File: src/rtl/qam_symbol_unpacker.sv
// Byte-to-nibble unpacker feeding the 16-QAM mapper: a small byte FIFO drained
// by a nibble FSM that releases one 4-bit symbol per SPS-clock slot.
module qam_symbol_unpacker #(
  parameter int SPS        = 4,
  parameter int FIFO_DEPTH = 4,
  parameter bit MSB_FIRST  = 1'b1
) (
  input  logic                          clk,
  input  logic                          rst,
  input  logic [7:0]                    in_byte,
  input  logic                          in_valid,
  output logic                          in_ready,
  output logic [3:0]                    sym_out,
  output logic                          sym_valid,
  output logic                          underrun,
  output logic [$clog2(FIFO_DEPTH):0]   fifo_level,
  output logic [1:0]                    fsm_state
);

  localparam int PW  = $clog2(FIFO_DEPTH);
  localparam int CW  = PW + 1;
  localparam int PHW = $clog2(SPS);

  typedef enum logic [1:0] {
    IDLE   = 2'd0,
    FIRST  = 2'd1,
    SECOND = 2'd2
  } state_t;

  // Handshake: a byte transfers on a clock edge where in_valid && in_ready;
  // in_ready depends only on the stored count, never on in_valid.

  state_t           state, state_next;
  logic [PHW-1:0]   phase;
  logic             slot;
  logic [7:0]       mem [FIFO_DEPTH];
  logic [PW-1:0]    wr_ptr, rd_ptr;
  logic [CW-1:0]    count;
  logic             fifo_empty, push, pop;
  logic [7:0]       hold;
  logic             emit, emit_first, starve;
  logic [3:0]       sym_next;

  // Symbol-slot timebase
  assign slot = (phase == PHW'(SPS - 1));

  always_ff @(posedge clk) begin
    if (!rst)      phase <= '0;
    else if (slot) phase <= '0;
    else           phase <= phase + 1'b1;
  end

  assign fifo_empty = (count == '0);
  assign in_ready   = (count != CW'(FIFO_DEPTH));
  assign push       = in_valid && in_ready;
  assign fifo_level = count;

  always_ff @(posedge clk) begin
    if (push) mem[wr_ptr] <= in_byte;
  end

  always_ff @(posedge clk) begin
    if (!rst) begin
      wr_ptr <= '0;
      rd_ptr <= '0;
      count  <= '0;
    end else begin
      if (push) wr_ptr <= wr_ptr + 1'b1;
      if (pop)  rd_ptr <= rd_ptr + 1'b1;
      case ({push, pop})
        2'b10:   count <= count + 1'b1;
        2'b01:   count <= count - 1'b1;
        default: count <= count;
      endcase
    end
  end

  always_ff @(posedge clk) begin
    if (!rst) state <= IDLE;
    else      state <= state_next;
  end

  always_comb begin
    state_next = state;
    case (state)
      IDLE:    if (!fifo_empty) state_next = FIRST;
      FIRST:   if (slot)        state_next = SECOND;
      SECOND:  if (slot)        state_next = fifo_empty ? IDLE : FIRST;
      default:                  state_next = IDLE;
    endcase
  end

  // The IDLE slot still counts as starved even when a pop lands on it.
  always_comb begin
    pop        = 1'b0;
    emit       = 1'b0;
    emit_first = 1'b0;
    starve     = 1'b0;
    case (state)
      IDLE: begin
        pop    = !fifo_empty;
        starve = slot;
      end
      FIRST: begin
        emit       = slot;
        emit_first = 1'b1;
      end
      SECOND: begin
        emit = slot;
        pop  = slot && !fifo_empty;
      end
      default: ;
    endcase
  end

  always_comb begin
    if (emit_first == MSB_FIRST) sym_next = hold[7:4];
    else                         sym_next = hold[3:0];
  end

  always_ff @(posedge clk) begin
    if (!rst) begin
      hold      <= '0;
      sym_out   <= '0;
      sym_valid <= 1'b0;
      underrun  <= 1'b0;
    end else begin
      sym_valid <= emit;
      underrun  <= starve;
      if (emit) sym_out <= sym_next;
      if (pop)  hold    <= mem[rd_ptr];
    end
  end

  assign fsm_state = state;

endmodule

File: config.mk
export PLATFORM = sky130hd
export DESIGN_NAME = qam_symbol_unpacker
export DESIGN_NICKNAME = d
export VERILOG_FILES = /design/src/rtl/qam_symbol_unpacker.sv
export SDC_FILE = /design/constraint.sdc
export NUM_CORES = 1
export LEC_CHECK = 0
export CAP_MARGIN = 30
export CORE_MARGIN = 4
export CORE_UTILIZATION = 60
export CTS_CLUSTER_DIAMETER = 100
export DETAILED_ROUTE_END_ITERATION = 6
export GPL_TIMING_DRIVEN = 0
export PLACE_DENSITY = 0.83
export SYNTH_ARGS = -nofsm -noshare
export SYNTH_HDL_FRONTEND = slang
export SYNTH_SLANG_ARGS = --single-unit
File: constraint.sdc
create_clock -name clk -period 3.5 [get_ports clk]
set_input_delay 0.35 -clock clk [delete_from_list [all_inputs] [get_ports clk]]
set_output_delay 0.35 -clock clk [all_outputs]
set_load 0.1 [all_outputs]
==> results of run 1 <==
## where the power goes
part           leakage (nW)  internal [mW]  switching, mW
logic                 0.410          0.302          0.528
clock network        0.0900          0.296          0.233
registers             0.498          0.822         0.0683
total                 0.998           1.42          0.830
## area by class of cell
cell class	count	area (µm²)
flip-flops and latches	57	1460
fillers	241	938
multi-input cells	90	810
repair buffers	21	210
clock buffers	13	160
well taps	48	60.1
plain buffers	8	40.0
inverters	6	22.5
clock inverters	3	13.8
## per-layer routing
metal	global-route usage, %	vias to the layer above
li1	-	674
met1	19.8	666
met2	31.4	24
met3	6.04	6
met4	9.57	0
met5	0	-
## worst min-delay path: cells and delay by family
family | cells | cell delay (ns)
buffers and inverters | 1 | 0.17
AND/OR/NAND/NOR | 1 | 0.13
AO/OA/AOI/OAI | 1 | 0.06
## final timing paths
kind                      from             to  slack (ns)  cells after the start
setup / recovery  fsm_state[0]  fifo_level[2]        0.76                      9
hold / removal        in_valid      wr_ptr[1]        0.44                      3
setup reg to reg  fsm_state[0]  fifo_level[2]        0.76                      9
hold reg to reg       phase[0]       phase[0]        0.45                      1
## stage by stage
step           utilization [%]  setup slack, ns  hold WS (ns)
6_report                  74.7            0.757         0.440
5_1_grt                   74.7            0.559         0.484
4_1_cts                   74.7            0.780         0.440
3_5_place_dp              70.1            0.784         0.441
3_3_place_gp              70.1            0.948         0.418
2_1_floorplan                -            0.327         0.408
## cells by family (layout without fill, tap and decap cells)
kind of cell,Yosys count,in the layout,synth area share [%]
flip-flops,57,57,62.6
AND/OR/NAND/NOR,37,37,8.31
AO/OA/AOI/OAI,26,26,7.99
multiplexers,14,14,11.4
buffers and inverters,14,51,2.68
adder cells (fa/ha/maj),11,11,6.22
XOR/XNOR,2,2,0.751
## sequential cells by signal (all words and copies together) (netlist names)
signal,cells
hold,8
sym_out,4
mem,32
wr_ptr,2
phase,2
underrun,1
sym_valid,1
rd_ptr,2
fifo_level,3
fsm_state,2
## placed cells by master (no fill, tap or decap), types with 4 or more instances in the layout
cell type / netlist / final
and3_1: 6 / 6
dfxtp_1: 25 / 25
a211oi_1: 4 / 4
mux4_1: 7 / 7
o2bb2ai_1: 8 / 8
nand2_1: 11 / 11
edfxtp_1: 32 / 32
inv_1: 6 / 6
clkbuf_1: 3 / 6
clkbuf_8: 0 / 9
nor2_1: 8 / 8
a21oi_1: 7 / 7
ha_1: 10 / 10
mux2i_1: 6 / 6
clkdlybuf4s50_1: 0 / 21
==> flow_summary.ini, run 1 <==
[routing]
drt_pass1_iterations = 4
postRouteAntennaNets = 0
routed-wl-met3_um = 147
maxUsedRoutingLayer = met4
wire_per_inst_um = 16.4
dr_total_vias = 1370
routed_wl_um = 4030
wl_met2_um = 2150
vias_per_cell = 5.57
wirelength_met1_um = 1660
drc_errors = 0
drtIter0Drc = 46

[clock_tree]
clkLatencyLatePin_ns = 0.32
cts_hold_buf = 0
cts_tree = built
path_clk_slew_ns = 0.06
numCtsBuffers = 9
ctsLongestPathBuffers = 2
post_cts_buffers = 0
clock-sinks = 57
cts-resized-gates = 0
cts-root-buf = clkbuf_8
htree_levels = 3

[place]
io_buffers = 21
dp.cells = 230
dpl_cell_area_um2 = 2600
gp_congestion = 0.757
hpwl_um = 2920

[global_route]
grt_max_degree = 11
antenna_found_initial = 0
grtUsageTotal_pct = 18.3
grt_overflow = 0
grt_first_pass_wirelength_um = 6810
grt_pass1_vias = 1466

[synthesis]
avgSynthCellArea_um2 = 14.5
synth_ff_type = edfxtp_1
syn_nets = 183
synth_top_area_cell = edfxtp_1
synthArstFlopShare_pct = 0
yosys.area.top_type_share_pct = 41.2
synth_warnings = 0
synth_common_cells = edfxtp_1, dfxtp_1, nand2_1, ha_1
synth_area_leaders = edfxtp_1, dfxtp_1, mux4_1, ha_1, o2bb2ai_1
synth_edf_count = 32
ys_seq_area_share_pct = 62.6
synth_cell_type_count = 33
ys_ff_latch = 57
mappedNetlistArea_um2 = 2330
synth.most_common_cell = edfxtp_1
syn_inst = 161

[timing]
hold_viol = 0
fin_crit_sh_pct = 78.4
slew_headroom_pct = 35.2
tns_ns = 0
maxSlewViolCount = 0
fin_crit_ns = 2.74
rsz0062_at_grt = no
tightestPinTransition_ns = 0.969
clock_skew_ns = 0.00442
max_freq_ghz = 0.365
timing.final.setup_violations = 0

[power]
p_leak_nw = 0.998
power_density_nw_per_um2 = 810
finalPower_mw = 2.25
peakVddDrop_v = 0.000429

[worst_setup_path]
path_cells = inv_1, ha_1, a21oi_1, nor2_1, ha_1, fa_1, xnor2_1, or3_1, a21oi_1
crit_path_start_kind = register
path_class = reg2reg
endpoint_kind = register
crit_required_ns = 3.75
critPathArrivalTime_ns = 2.99
cp_slowest_cell = a21oi_1
critPathBufInv = 1
max_stage_delay_ns = 0.41
worstPathMaxFanout = 9
cp_top_family = adder cells

[layout]
num_antenna_cells = 0
fin_nets = 215
drive_gt1_share_pct = 9.60
area_growth_pct = 19.0
final_area_um2 = 2780
stdcell_count = 246

[floorplanning]
initial_utilization_pct = 62.8
design.die.area_um2 = 4950
row_count = 22
die_x_um = 70.4
core-area_um2 = 3720
ios = 23
die_h_um = 70.4

[job]
maxCapViolations = 0

[min_path]
hold_class = in2reg

[outcome]
status = completed
(Power assumes the default switching activity.)
==> inputs of run 2 (changes only) <==
- CORE_UTILIZATION: 60 -> 56
- PLACE_DENSITY: 0.83 -> 0.79
- clock period: 3.5 -> 2.8 ns (I/O delays scaled with it)
==> flow_summary.ini, run 2 (synthesized netlist as in run 1, its figures left out) <==
[routing]
vias_per_cell = 5.55
drt_pass1_iterations = 4
wire_per_inst_um = 15.7
drtIter0Drc = 43
dr_total_vias = 1377
drc_errors = 0
postRouteAntennaNets = 0
routed_wl_um = 3890

[power]
pwr-share-clk_pct = 21.8
power.internal_mw = 1.72
power_density_nw_per_um2 = 993
power_frac_seq_pct = 40.8
peakVddDrop_v = 0.000460
switching_share_pct = 37.5
p_leak_nw = 0.990
p_switching_mw = 1.03
pwr-share-comb_pct = 37.5
finalPower_mw = 2.75

[global_route]
grt_max_degree = 11
antenna_found_initial = 0
grtUsageTotal_pct = 17.0
grt_first_pass_wirelength_um = 6430
grt_pass1_vias = 1419
grt_overflow = 0

[floorplanning]
row_count = 23
die_h_um = 72.6
design.die.area_um2 = 5260
core-area_um2 = 4030
die_x_um = 72.6
initial_utilization_pct = 57.9
ios = 23

[worst_setup_path]
critPathArrivalTime_ns = 2.79
endpoint_kind = register
path_cells = inv_1, ha_1, a21oi_2, nor2_1, ha_1, fa_1, xnor2_1, or3_1, a21oi_1
worstPathMaxFanout = 9
path_class = reg2reg
crit_path_start_kind = register
crit_top_cell = ha_1
cp_slowest_cell = fa_1
max_stage_delay_ns = 0.38
crit_required_ns = 3.06

[clock_tree]
cts_hold_buf = 0
cts-root-buf = clkbuf_8
numCtsBuffers = 9
clkLatencyLatePin_ns = 0.33
cts_tree = built
htree_levels = 3
clock-sinks = 57
ctsLongestPathBuffers = 2
path_clk_slew_ns = 0.06

[timing]
rsz0062_at_grt = no
clock_skew_ns = 0.00720
fin_crit_ns = 2.53
maxSlewViolCount = 0
hold_ws_ns = 0.356
tns_ns = 0
fin_crit_sh_pct = 90.5
max_freq_ghz = 0.395
timing.final.setup_violations = 0
tightestPinTransition_ns = 1.00
slew_headroom_pct = 33.0
hold_viol = 0

[place]
gp_congestion = 0.781
io_buffers = 21
hpwl_um = 2750

[layout]
largest_reg_flops = 32
largest-register = mem
largestRegisters = mem (32), hold (8), sym_out (4)
layout_common_cells = edfxtp_1, dfxtp_1, clkdlybuf4s50_1, nand2_1, ha_1
mostFrequentLayoutCell = edfxtp_1
drive_gt1_share_pct = 11.6
area_growth_pct = 18.7
fin_nets = 215
num_antenna_cells = 0

[outcome]
status = completed

[min_path]
hold_class = in2reg

[job]
maxCapViolations = 0
## run 2: changes by cell type in the layout (fill, tap and decap cells not counted), moves of 2 or more
cell,previous run,this run
dfxtp_1,25,21
dfxtp_2,0,3
clkbuf_1,6,4
clkinv_1,1,4
## run 2: stage by stage
step                util [%]  setup slack (ns)  area (µm²)  std cells
floorplan                  -            0.0164        2340        161
global placement        64.9             0.291        2610        232
detailed placement      64.9             0.128        2610        232
CTS                     68.7             0.115        2770        248
global route            68.8             0.132        2770        248
finish                  68.8             0.266        2770        248
## run 2: power by group through the flow
stage                     clock network [mW]  registers, mW  logic, mW
after floorplan                            0           1.35      0.586
after global placement                     0           1.12      0.985
after detailed placement                   0           1.14       1.03
after CTS                              0.607           1.12       1.03
after global routing                   0.656           1.14       1.11
final                                  0.599           1.12       1.03
## run 2: layout make-up
| class | count | area (µm²) |
|---|---|---|
| sequential | 57 | 1470 |
| fill | 296 | 1260 |
| multi-input combinational | 90 | 813 |
| timing repair buffer | 21 | 210 |
| clock buffer | 10 | 128 |
| tap | 50 | 62.6 |
| buffer | 8 | 40.0 |
| clock inverter | 6 | 25.0 |
| inverter | 6 | 22.5 |
## run 2: routing by layer
| layer | up-vias | track usage, % | wire length [µm] |
|---|---|---|---|
| met5 | - | 0 | 0 |
| met4 | 0 | 11.1 | 136 |
| met3 | 11 | 4.85 | 180 |
| met2 | 32 | 29.3 | 2000 |
| met1 | 655 | 18.1 | 1570 |
| li1 | 679 | - | - |
## run 2: final timing paths
check | start | end | slack [ns] | depth (start not counted)
worst min-delay path | in_valid | wr_ptr[1] | 0.36 | 3
worst min register to register | phase[0] | phase[0] | 0.44 | 1
worst max register to register | fsm_state[0] | fifo_level[2] | 0.27 | 9
worst max-delay path | fsm_state[0] | fifo_level[2] | 0.27 | 9
## run 2: repair_timing
action | CTS | global route
setup buffers | 0 | 0
endpoints found under the hold margin | 0 | 0
endpoints found under the setup margin | 0 | 1
gates resized for setup | 0 | 1
## run 2: critical path, delay by kind of cell, from the launching register on
kind / cells / cell delay (ns)
AOI/OAI and AO/OA: 2 / 0.44
xor gates and xnor gates: 1 / 0.14
adders and majority gates: 3 / 0.93
buffers and inverters: 1 / 0.07
DFF: 1 / 0.36
and+or+nand+nor: 2 / 0.53
